File: config.mk
export PLATFORM = sky130hd
export DESIGN_NAME = result_byte_serializer
export DESIGN_NICKNAME = d
export VERILOG_FILES = /design/src/rtl/uart_alu_pkg.sv /design/src/rtl/result_byte_serializer.sv
export SDC_FILE = /design/constraint.sdc
export NUM_CORES = 1
export LEC_CHECK = 0
export CAP_MARGIN = 0
export CORE_MARGIN = 2
export CORE_UTILIZATION = 30
export DETAILED_ROUTE_END_ITERATION = 8
export PLACE_DENSITY_LB_ADDON = 0.1
export SYNTH_ARGS = -nofsm -noshare
export SYNTH_HDL_FRONTEND = slang
export SYNTH_SLANG_ARGS = --single-unit
File: constraint.sdc
create_clock -name i_clk -period 3.44 [get_ports i_clk]
set_input_delay 0.344 -clock i_clk [delete_from_list [all_inputs] [get_ports i_clk]]
set_output_delay 0.344 -clock i_clk [all_outputs]
set_load 0.02 [all_outputs]
File: src/rtl/uart_alu_pkg.sv
// Shared types and constants for the UART-ALU datapath: serializer FSM
// states, result byte-count derivation and the default frame sync byte.
package uart_alu_pkg;

  typedef enum logic [2:0] {
    IDLE,
    ARM,
    WAIT_ACK,
    WAIT_DONE,
    NEXT
  } state_e;

  localparam logic [7:0] SYNC_BYTE_DEFAULT = 8'hA5;

  // Number of whole bytes needed to carry an nb_result-bit value.
  function automatic int num_bytes_f(input int nb_result, input int nb_byte);
    return (nb_result + nb_byte - 1) / nb_byte;
  endfunction

endpackage

File: src/rtl/result_byte_serializer.sv
// Captures an ALU result and feeds it LSB byte first to an 8-bit UART transmitter.
// Define RESULT_SERIALIZER_HEADER_EN to prefix each frame with SYNC_BYTE.
module result_byte_serializer
  import uart_alu_pkg::*;
#(
  parameter int                 NB_RESULT = 16,
  parameter int                 NB_BYTE   = 8,
  parameter logic [NB_BYTE-1:0] SYNC_BYTE = SYNC_BYTE_DEFAULT
) (
  input  logic                 i_clk,
  input  logic                 i_reset,
  input  logic [NB_RESULT-1:0] i_result,
  input  logic                 i_result_valid,
  input  logic                 i_tx_busy,
  input  logic                 i_tx_done,
  output logic                 o_tx_start,
  output logic [NB_BYTE-1:0]   o_tx_data,
  output logic                 o_busy,
  output logic                 o_frame_done,
  output logic                 o_overrun
);

  localparam int NUM_BYTES = num_bytes_f(NB_RESULT, NB_BYTE);
  localparam int SHADOW_W  = NUM_BYTES * NB_BYTE;
`ifdef RESULT_SERIALIZER_HEADER_EN
  localparam int HDR_OFS   = 1;
`else
  localparam int HDR_OFS   = 0;
`endif
  localparam int                FRAME_LEN = NUM_BYTES + HDR_OFS;
  localparam int                IDX_W     = $clog2(FRAME_LEN + 1);
  localparam logic [IDX_W-1:0]  LAST_IDX  = IDX_W'(FRAME_LEN - 1);

  state_e                state_q, state_d;
  logic [IDX_W-1:0]      index_q, index_d;
  logic [SHADOW_W-1:0]   shadow_q, shadow_d;
  logic                  tx_start_q, tx_start_d;
  logic [NB_BYTE-1:0]    tx_data_q, tx_data_d;
  logic                  frame_done_q, frame_done_d;
  logic                  overrun_q, overrun_d;
  logic [NB_BYTE-1:0]    cur_byte;

  // Frame slot 0 is the sync byte when the header is enabled; result bytes follow.
  always_comb begin
    cur_byte = SYNC_BYTE;
    for (int b = 0; b < NUM_BYTES; b++) begin
      if (int'(index_q) == b + HDR_OFS) cur_byte = shadow_q[b*NB_BYTE +: NB_BYTE];
    end
  end

  always_comb begin
    // NOTE: every signal gets a default before the case so no latch is inferred.
    state_d      = state_q;
    index_d      = index_q;
    shadow_d     = shadow_q;
    tx_start_d   = 1'b0;
    tx_data_d    = tx_data_q;
    frame_done_d = 1'b0;
    overrun_d    = overrun_q;

    if (i_result_valid && state_q != IDLE) overrun_d = 1'b1;

    case (state_q)
      IDLE: begin
        if (i_result_valid) begin
          shadow_d = SHADOW_W'(i_result);
          index_d  = '0;
          state_d  = ARM;
        end
      end
      ARM: begin
        if (!i_tx_busy) begin
          tx_start_d = 1'b1;
          tx_data_d  = cur_byte;
          state_d    = WAIT_ACK;
        end
      end
      // A transmitter may finish before its busy flag is ever seen here.
      WAIT_ACK: begin
        if (i_tx_done) begin
          frame_done_d = (index_q == LAST_IDX);
          state_d      = NEXT;
        end else if (i_tx_busy) begin
          state_d = WAIT_DONE;
        end
      end
      WAIT_DONE: begin
        if (i_tx_done) begin
          frame_done_d = (index_q == LAST_IDX);
          state_d      = NEXT;
        end
      end
      NEXT: begin
        if (index_q == LAST_IDX) begin
          state_d = IDLE;
        end else begin
          index_d = index_q + IDX_W'(1);
          state_d = ARM;
        end
      end
      default: state_d = IDLE;
    endcase
  end

  // NOTE: sequential state uses non-blocking assignments only; the shadow
  // register is reset too so a frame never carries stale data after reset.
  always_ff @(posedge i_clk or negedge i_reset) begin
    if (!i_reset) begin
      state_q      <= IDLE;
      index_q      <= '0;
      shadow_q     <= '0;
      tx_start_q   <= 1'b0;
      tx_data_q    <= '0;
      frame_done_q <= 1'b0;
      overrun_q    <= 1'b0;
    end else begin
      state_q      <= state_d;
      index_q      <= index_d;
      shadow_q     <= shadow_d;
      tx_start_q   <= tx_start_d;
      tx_data_q    <= tx_data_d;
      frame_done_q <= frame_done_d;
      overrun_q    <= overrun_d;
    end
  end

  assign o_tx_start   = tx_start_q;
  assign o_tx_data    = tx_data_q;
  assign o_busy       = (state_q != IDLE);
  assign o_frame_done = frame_done_q;
  assign o_overrun    = overrun_q;

endmodule

==> results of run 1 <==
==> power breakdown <==
| group | switching, mW | internal [mW] |
|---|---|---|
| Clock | 0.136 | 0.255 |
| Combinational | 0.359 | 0.363 |
| Sequential | 0.112 | 0.547 |
| Total | 0.607 | 1.17 |
==> routing by layer <==
metal  track usage (%)  part of all wire, %  up-vias
met2              19.0                   48       28
met1              13.8                   45      489
met3              5.39                  6.0        2
met5                 0                    0        -
met4              6.17                  1.0        0
li1                  -                    -      491
==> cell usage in the layout, fill, tap and decap left out, types with 2 or more instances in the layout <==
master            n
clkdlybuf4s50_1  32
a221oi_2          4
a22o_1            3
nor2_1           11
o21ai_0           6
inv_1             7
ha_1              2
a31oi_1           4
dfrtp_1          32
clkbuf_8          7
nand2_1           8
a21o_1            6
nor2b_1           4
buf_4             2
nand3b_1          4
mux2_2           12
==> cells by family (layout without fill, tap and decap cells) <==
family,after synthesis,after routing,share of synthesized area [%]
AND/OR/NAND/NOR,33,33,12.2
AO/OA/AOI/OAI,27,27,15.0
multiplexers,12,12,9.42
flip-flops,32,32,55.8
adder cells (fa/ha/maj),2,2,1.74
buffers and inverters,16,50,5.76
==> final cells by class <==
cell class	instances	area, um^2	area share [%]
Clock buffer	7	96.3	5.01
Tap cell	54	67.6	3.52
Sequential cell	32	801	41.7
Multi-Input combinational cell	74	557	29.0
Clock inverter	1	30.0	1.56
Inverter	8	35.0	1.82
Timing Repair Buffer	34	335	17.4
==> cell usage after synthesis <==
library cell and count:
o21a_1 1, ha_1 2, nor4_1 1, nor2b_1 4
a21oi_1 1, or4b_4 1, a22o_1 3, and2_1 1
buf_1 2, nor2_1 11, a221oi_1 1, a221oi_2 4
nor4b_1 1, inv_1 7, nand3b_1 4, dfrtp_1 32
o21ai_0 6, a31oi_1 4, clkbuf_1 2, nand2_1 8
clkinv_4 1, nor3b_1 1, buf_2 2, o31ai_1 1
mux2_2 12, buf_6 2, a21o_1 6, or3_1 1
==> worst reg2reg max path, stage by stage (launching register included) <==
cell     delay [ns]
dfrtp_1        0.40
inv_1          0.09
ha_1           0.69
nor4_1         0.13
a21o_1         0.19
a22o_1         0.22
==> stage by stage <==
| stage | hold WS, ns | cells |
|---|---|---|
| detailed placement | 0.449 | 202 |
| global placement | 0.461 | 202 |
| CTS | 0.463 | 210 |
| global route | 0.493 | 210 |
| finish | 0.460 | 210 |
| floorplan | 0.0484 | 122 |
==> sequential cells by signal, summed over array words and instances, names as in the netlist <==
name	count
shadow_q	16
o_tx_data	8
state_q	3
index_q	2
o_frame_done	1
o_overrun	1
o_tx_start	1
==> worst max path at each step <==
stage                   start            to  slack [ns]
6_report           state_q[1]        o_busy        1.37
5_1_grt            state_q[1]        o_busy        1.31
4_1_cts            state_q[1]        o_busy        1.36
3_5_place_dp   i_result_valid  shadow_q[11]        1.56
3_3_place_gp   i_result_valid   shadow_q[6]        1.60
2_1_floorplan      state_q[2]   shadow_q[0]        1.91
==> impl_summary.md, run 1 <==
Status
The run finished with clean final reports.

Layout
The final core utilization is 41.2%. The fill cell instance count of the final layout is 457. Summing all non-filler instances in the final layout gives an area of 1920 um^2. The final net count is 178. The share of final-layout standard cells stronger than drive strength 1 is 18.6%.

Compared with the post-synthesis result, the final layout area differs by 34.0%. The repair_antennas step left the layout with diodes totalling 0.

Timing
The final count of pins violating max slew came to 0. Setup total negative slack on the finished layout was measured at 0 ns. The actual transition at the worst max-transition pin is 0.809 ns. The time the final worst path needs with I/O delays and setup is 2.07 ns. The final setup violation count is 0. The max-slew headroom at the worst pin is 46.1%. The count of final hold-check violations was 0. The worst path uses 60.1% of the clock period. The worst path setup slack after routing is 1.37 ns. For this run, the top clock speed supported by timing is 484 MHz. On the final layout, the worst clock skew is 0.00797 ns. Setup repair after global routing left no endpoint under its margin.

Global route
The remaining global-route overflow is 0. In the global route stage, overall resource usage came out at 12.1%. The first global-routing pass estimated 4.69 mm of wire. The number of antenna violations at the first check in global routing is 0. The number of global-route vias before repair is 995. Entering global routing, the biggest net connects 33 pins.

Synthesis
Counting distinct cell types in the post-synthesis netlist gives 28. The number of standard cells after synthesis is 122. The synthesized net count is 145. The share of synthesized area occupied by flip-flops and latches is 55.8%.

The synthesized design spends more area on one cell type than any other, namely dfrtp_1. Counting flops and latches in the post-synthesis netlist gives 32. By area the synthesized netlist is led by dfrtp_1, mux2_2, a221oi_2. Each instance of the synthesized netlist takes up on average 11.8 um^2. The share of the synthesized area in the top cell type is 55.8%. The summed instance area of the synthesized netlist is 1430 um^2. Yosys printed 0 warnings.

Setup path
For this run, the slowest stage of the critical path takes 0.55 ns. The count of cell instances traversed by the critical path is 2. The classification of the worst setup path is reg -> out. The kind of start point of the critical path is a flop. For flop-to-flop paths, the worst setup slack is 1.62 ns. The critical path data arrival time is 1.72 ns. The maximum net fanout on the critical path is 10.

The destination of the worst register-to-register timing path is index_q[0]. The worst register-to-register path begins at index_q[1]. Walking the worst path, the cells encountered are or3_1 > clkdlybuf4s50_1.

The number of buffers and inverters on the critical path is 1. The worst path required time is 3.10 ns. The cell family contributing the most delay on the critical path is buffers and inverters. The worst setup path is captured at an output pin. Among all stages on the critical path, the largest delay is contributed by clkdlybuf4s50_1. The number of cells on the worst reg-to-reg path is 5.

Clock network
Gates resized during post-CTS repair numbered 0. TritonCTS created 5 clock buffers. Clock-pin slew was measured on the worst setup and hold paths at 0.07 ns. Counting along the longest clock path gives a buffer depth of 2.

The clock reaches the later pin of the worst-skew pair after 0.28 ns. The number of buffers inserted to repair setup after CTS is 0. The tree is rooted in a clkbuf_8. CTS saw 32 sinks. The number of H-tree levels is 2.

The TritonCTS clock tree is yes. The post-cts hold buffer count is 0.

Worst hold path
The cell depth of the worst min-delay path is 1. The class of the tightest hold or removal check is reg -> reg. The worst hold path begins at o_overrun. The path with the worst hold slack has its endpoint at o_overrun.

Floorplan
In this run the count of I/O pins placed on the die edge is 33. The core region is 4660 um^2. The die area is 5350 um^2. The initial utilization of the core area, before any placement, comes to 30.8%. In this run the core area contains 25 standard-cell rows. In this run the vertical extent of the chip is 73.1 um. The horizontal extent of the die is 73.1 um.

Route
The via density per instance is 4.81. The remaining antenna violation count after routing is 0. Dividing the detail-routed wire length by the instance count gives 13.9 um. The number of detailed-routing iterations run before antenna repair is 4. The number of remaining DRC errors is 0. The wire length after detailed routing is 2.92 mm. The routed layout has 1010 vias. The count of routing violations after the opening detailed-route iteration is 45.

Placement
The placed instances occupy a cell area of 1800 um^2. The count of port buffers added during placement is 32. At the end of routability-driven placement, the weighted congestion stood at 0.694.

Prior to clock tree synthesis, the placed netlist has a worst setup slack of 1.56 ns. The half-perimeter wire length of the detailed placement result is 1.93 mm.

Power
After layout, the design draws a total of 1.77 mW. In this run the power density over the cells is 923 nW/um^2. IR analysis of the VDD net gives a maximum drop of 349 uV. In this run the static leakage power is 0.829 nW.

Flow run
The tool flagged a number of max-cap violations equal to 0.
Power figures use the tool's default switching activity.
==> run 2, diff against run 1 <==
==> constraint.sdc (replaced) <==
create_clock -name i_clk -period 1.9 [get_ports i_clk]
set_input_delay 0.19 -clock i_clk [delete_from_list [all_inputs] [get_ports i_clk]]
set_output_delay 0.19 -clock i_clk [all_outputs]
set_load 0.02 [all_outputs]
==> run 2 against run 1 <==
Compared with the run above: critical path type unchanged; die area unchanged; first-iteration DRC count shrank 16%; flip-flop and latch count unchanged; sequential share of layout area up 0.38 points; largest power group unchanged; worst hold slack got worse by 0.15 ns; highest routed layer unchanged; non-clock buffer count rose by 1; register-to-register slack worse by 1.3 ns.
==> impl_summary.md, run 2 (synthesis results as in run 1) <==
Setup path
The maximum net fanout on the critical path is 10 (unchanged). The worst setup path startpoint is state_q[1]. The startpoint identified for the worst register-to-register timing path is state_q[1]. The kind of start point of the critical path is a flop.

The classification of the worst setup path is reg -> out. The critical path data arrival time is 1.49 ns (-0.23 ns). STA classifies the critical path endpoint as an output pin.

The worst path required time came to 1.71 ns (-1.39 ns).

Placement
The placed standard-cell area was 1820 um^2 (+1.1%). The total instance count after detailed placement is 203 (+0.50%). The final estimated routing congestion in global placement came to 0.718 (+3.4%).

The post-place setup slack is 0.167 ns (-1.39 ns). The half-perimeter wire length of the detailed placement result is 2.02 mm (+4.8%). The count of port buffers added during placement was 32 (unchanged).

Timing
The worst path setup slack after routing is 0.225 ns (-1.15 ns). The count of final hold-check violations is 0 (unchanged). After layout, the minimum clock period comes to 1.68 ns. The actual transition at the worst max-transition pin is 0.419 ns (-0.390 ns). Setup repair after global routing left no endpoint under its margin. The final clock skew is 0.00392 ns (-0.00405 ns). The final setup violation count came to 0 (unchanged). The maximum frequency from static timing analysis is 597 MHz. The max-slew headroom at the worst pin is 72.1% (+26 points). The tightest hold margin is 0.311 ns (-0.149 ns).

Of the available clock period, the critical path in the final layout requires 88.2%. The sum of negative setup slack is 0 ns (unchanged). The final count of pins violating max slew was 0 (unchanged).

Layout
The area of all placed cells without fillers is 1900 um^2 (-0.91%). The final net count is 179 (+0.56%). The share of final-layout standard cells stronger than drive strength 1 is 17.8% (-0.76 points). Relative to the synthesized area, the layout overhead comes to 32.8%.

The number of antenna repair diodes was 0 (unchanged). The number of standard cells in the layout, taps in and fillers out is 211 (+0.48%). In the layout the commonest cells are dfrtp_1, clkdlybuf4s50_1, mux2_2.

The flip-flop count of the largest register after layout is 16 (unchanged). The most common library cell in the layout ignoring fill and taps is dfrtp_1. Ranked by flip-flop count, first place goes to shadow_q.

Floorplan
The die outline height is 73.1 um (unchanged). The die area is 5350 um^2 (unchanged). The standard-cell row count is 25 (unchanged). The standard cell core area is 4660 um^2 (unchanged). The I/O pin total came to 33 (unchanged). The horizontal extent of the die came to 73.1 um (unchanged). The effective utilization at floorplan came to 30.8% (unchanged).

Clock network
The buffer levels on the longest clock path is 2 (unchanged). The number of sinks driven by the clock tree is 32 (unchanged). TritonCTS built the clock tree.

The post-cts hold buffer count is 0 (unchanged). The clock-pin slew of the registers on the worst-case setup and hold paths is 0.06 ns (about the same). The total clock buffers created by CTS is 5 (unchanged).

The tree is rooted in a clkbuf_8. The clock latency on the worst-skew pair is 0.27 ns (about the same). The number of buffers inserted to repair setup after CTS came to 0 (unchanged). The number of H-tree levels is 2 (unchanged).

Flow run
The max-capacitance violation count is 0 (unchanged).

Status
The flow ran to the end, and the final reports show no timing, DRC or antenna violations.

Power
The leakage power figure is 0.819 nW (-1.1%). The power density over the cells is 1600 nW/um^2 (+74%). The peak supply drop was 726 uV (+110%).

Global route
The met2 capacity usage during global routing came to 19.7% (+0.70 points). The remaining global-route overflow was 0 (unchanged). The global routing met1 resource utilization is 14.4% (+0.64 points). The most crowded layer after global routing is met2.

The number of antenna violations at the first check in global routing is 0 (unchanged). The largest net degree at the start of global routing was 33 (unchanged). The total routing resource utilization after global routing came to 12.2% (+0.098 points). The number of global-route vias before repair is 1058 (+6.3%).

The first-pass GRT wire length is 4.90 mm (+4.4%). The global-route met3 utilization came to 4.70% (-0.69 points).

Worst hold path
The worst hold path belongs to the class in -> async.

Route
The number of remaining DRC errors is 0 (unchanged). The remaining antenna violation count after routing came to 0 (unchanged). The routed via count is 1035 (+2.5%). The number of detailed-routing iterations run before antenna repair is 4 (unchanged). The wire length after detailed routing was 2.91 mm (-0.17%). The via density per instance came to 4.91 (+2.0%). The per-cell routed wire length came to 13.8 um (-0.64%). The count of routing violations after the opening detailed-route iteration is 38 (-16%).
[run 2: cell count changes in the layout (fill, tap and decap cells not counted)]
cell             change
bufinv_16            -1
clkbuf_8             -1
clkbuf_1             +2
clkdlybuf4s50_1      -1
dlygate4sd2_1        +1
buf_12               +1
[run 2: per-layer routing]
layer	up-vias	wire length, um
met5	-	0
met4	0	25
met3	2	148
met2	22	1430
met1	518	1310
li1	493	-
[run 2: final timing paths]
kind	end	slack [ns]	cells after the start
setup reg to reg	o_tx_data[0]	0.33	3
max in group asynchronous	o_tx_data[7]	1.29	2
min in group i_clk	o_overrun	0.47	1
hold reg to reg	o_overrun	0.47	1
hold / removal	shadow_q[8]	0.31	2
setup / recovery	o_busy	0.22	2
[run 2: area by class of cell]
cell class                      instances  area, um^2
Clock buffer                            8        90.1
Fill cell                             453        2760
Inverter                                8        35.0
Multi-Input combinational cell         74         557
Sequential cell                        32         801
Tap cell                               54        67.6
Timing Repair Buffer                   35         354
[run 2: repair_timing]
action	in CTS	in global routing
gates resized for setup	1	0
endpoints found under the setup margin	1	0
hold endpoints to repair	0	0
[run 2: where the power goes]
group / switching, mW / leakage [nW] / internal (mW)
clock network: 0.232 / 0.0455 / 0.295
registers: 0.197 / 0.386 / 0.991
logic: 0.658 / 0.387 / 0.676
[run 2: through the flow]
| stage | util, % | power, mW |
|---|---|---|
| 2_1_floorplan | - | 2.10 |
| 5_1_grt | 40.9 | 3.29 |
| 4_1_cts | 40.9 | 3.10 |
| 3_5_place_dp | 39.0 | 2.58 |
| 6_report | 40.9 | 3.05 |
| 3_3_place_gp | 39.0 | 2.54 |
[run 2: critical path, cell delays in order (launching register included)]
cell	delay, ns
dfrtp_1	0.48
or3_1	0.40
dlygate4sd2_1	0.33
==> run 3, diff against run 2 <==
--- a/config.mk
+++ b/config.mk
@@ -8,6 +8,7 @@
 export CAP_MARGIN = 0
 export CORE_MARGIN = 2
 export CORE_UTILIZATION = 30
+export CTS_CLUSTER_SIZE = 20
 export DETAILED_ROUTE_END_ITERATION = 8
 export PLACE_DENSITY_LB_ADDON = 0.1
 export SYNTH_ARGS = -nofsm -noshare
==> results of run 3 <==
No change in the layout: final DEF, timing and power equal those of run 2.
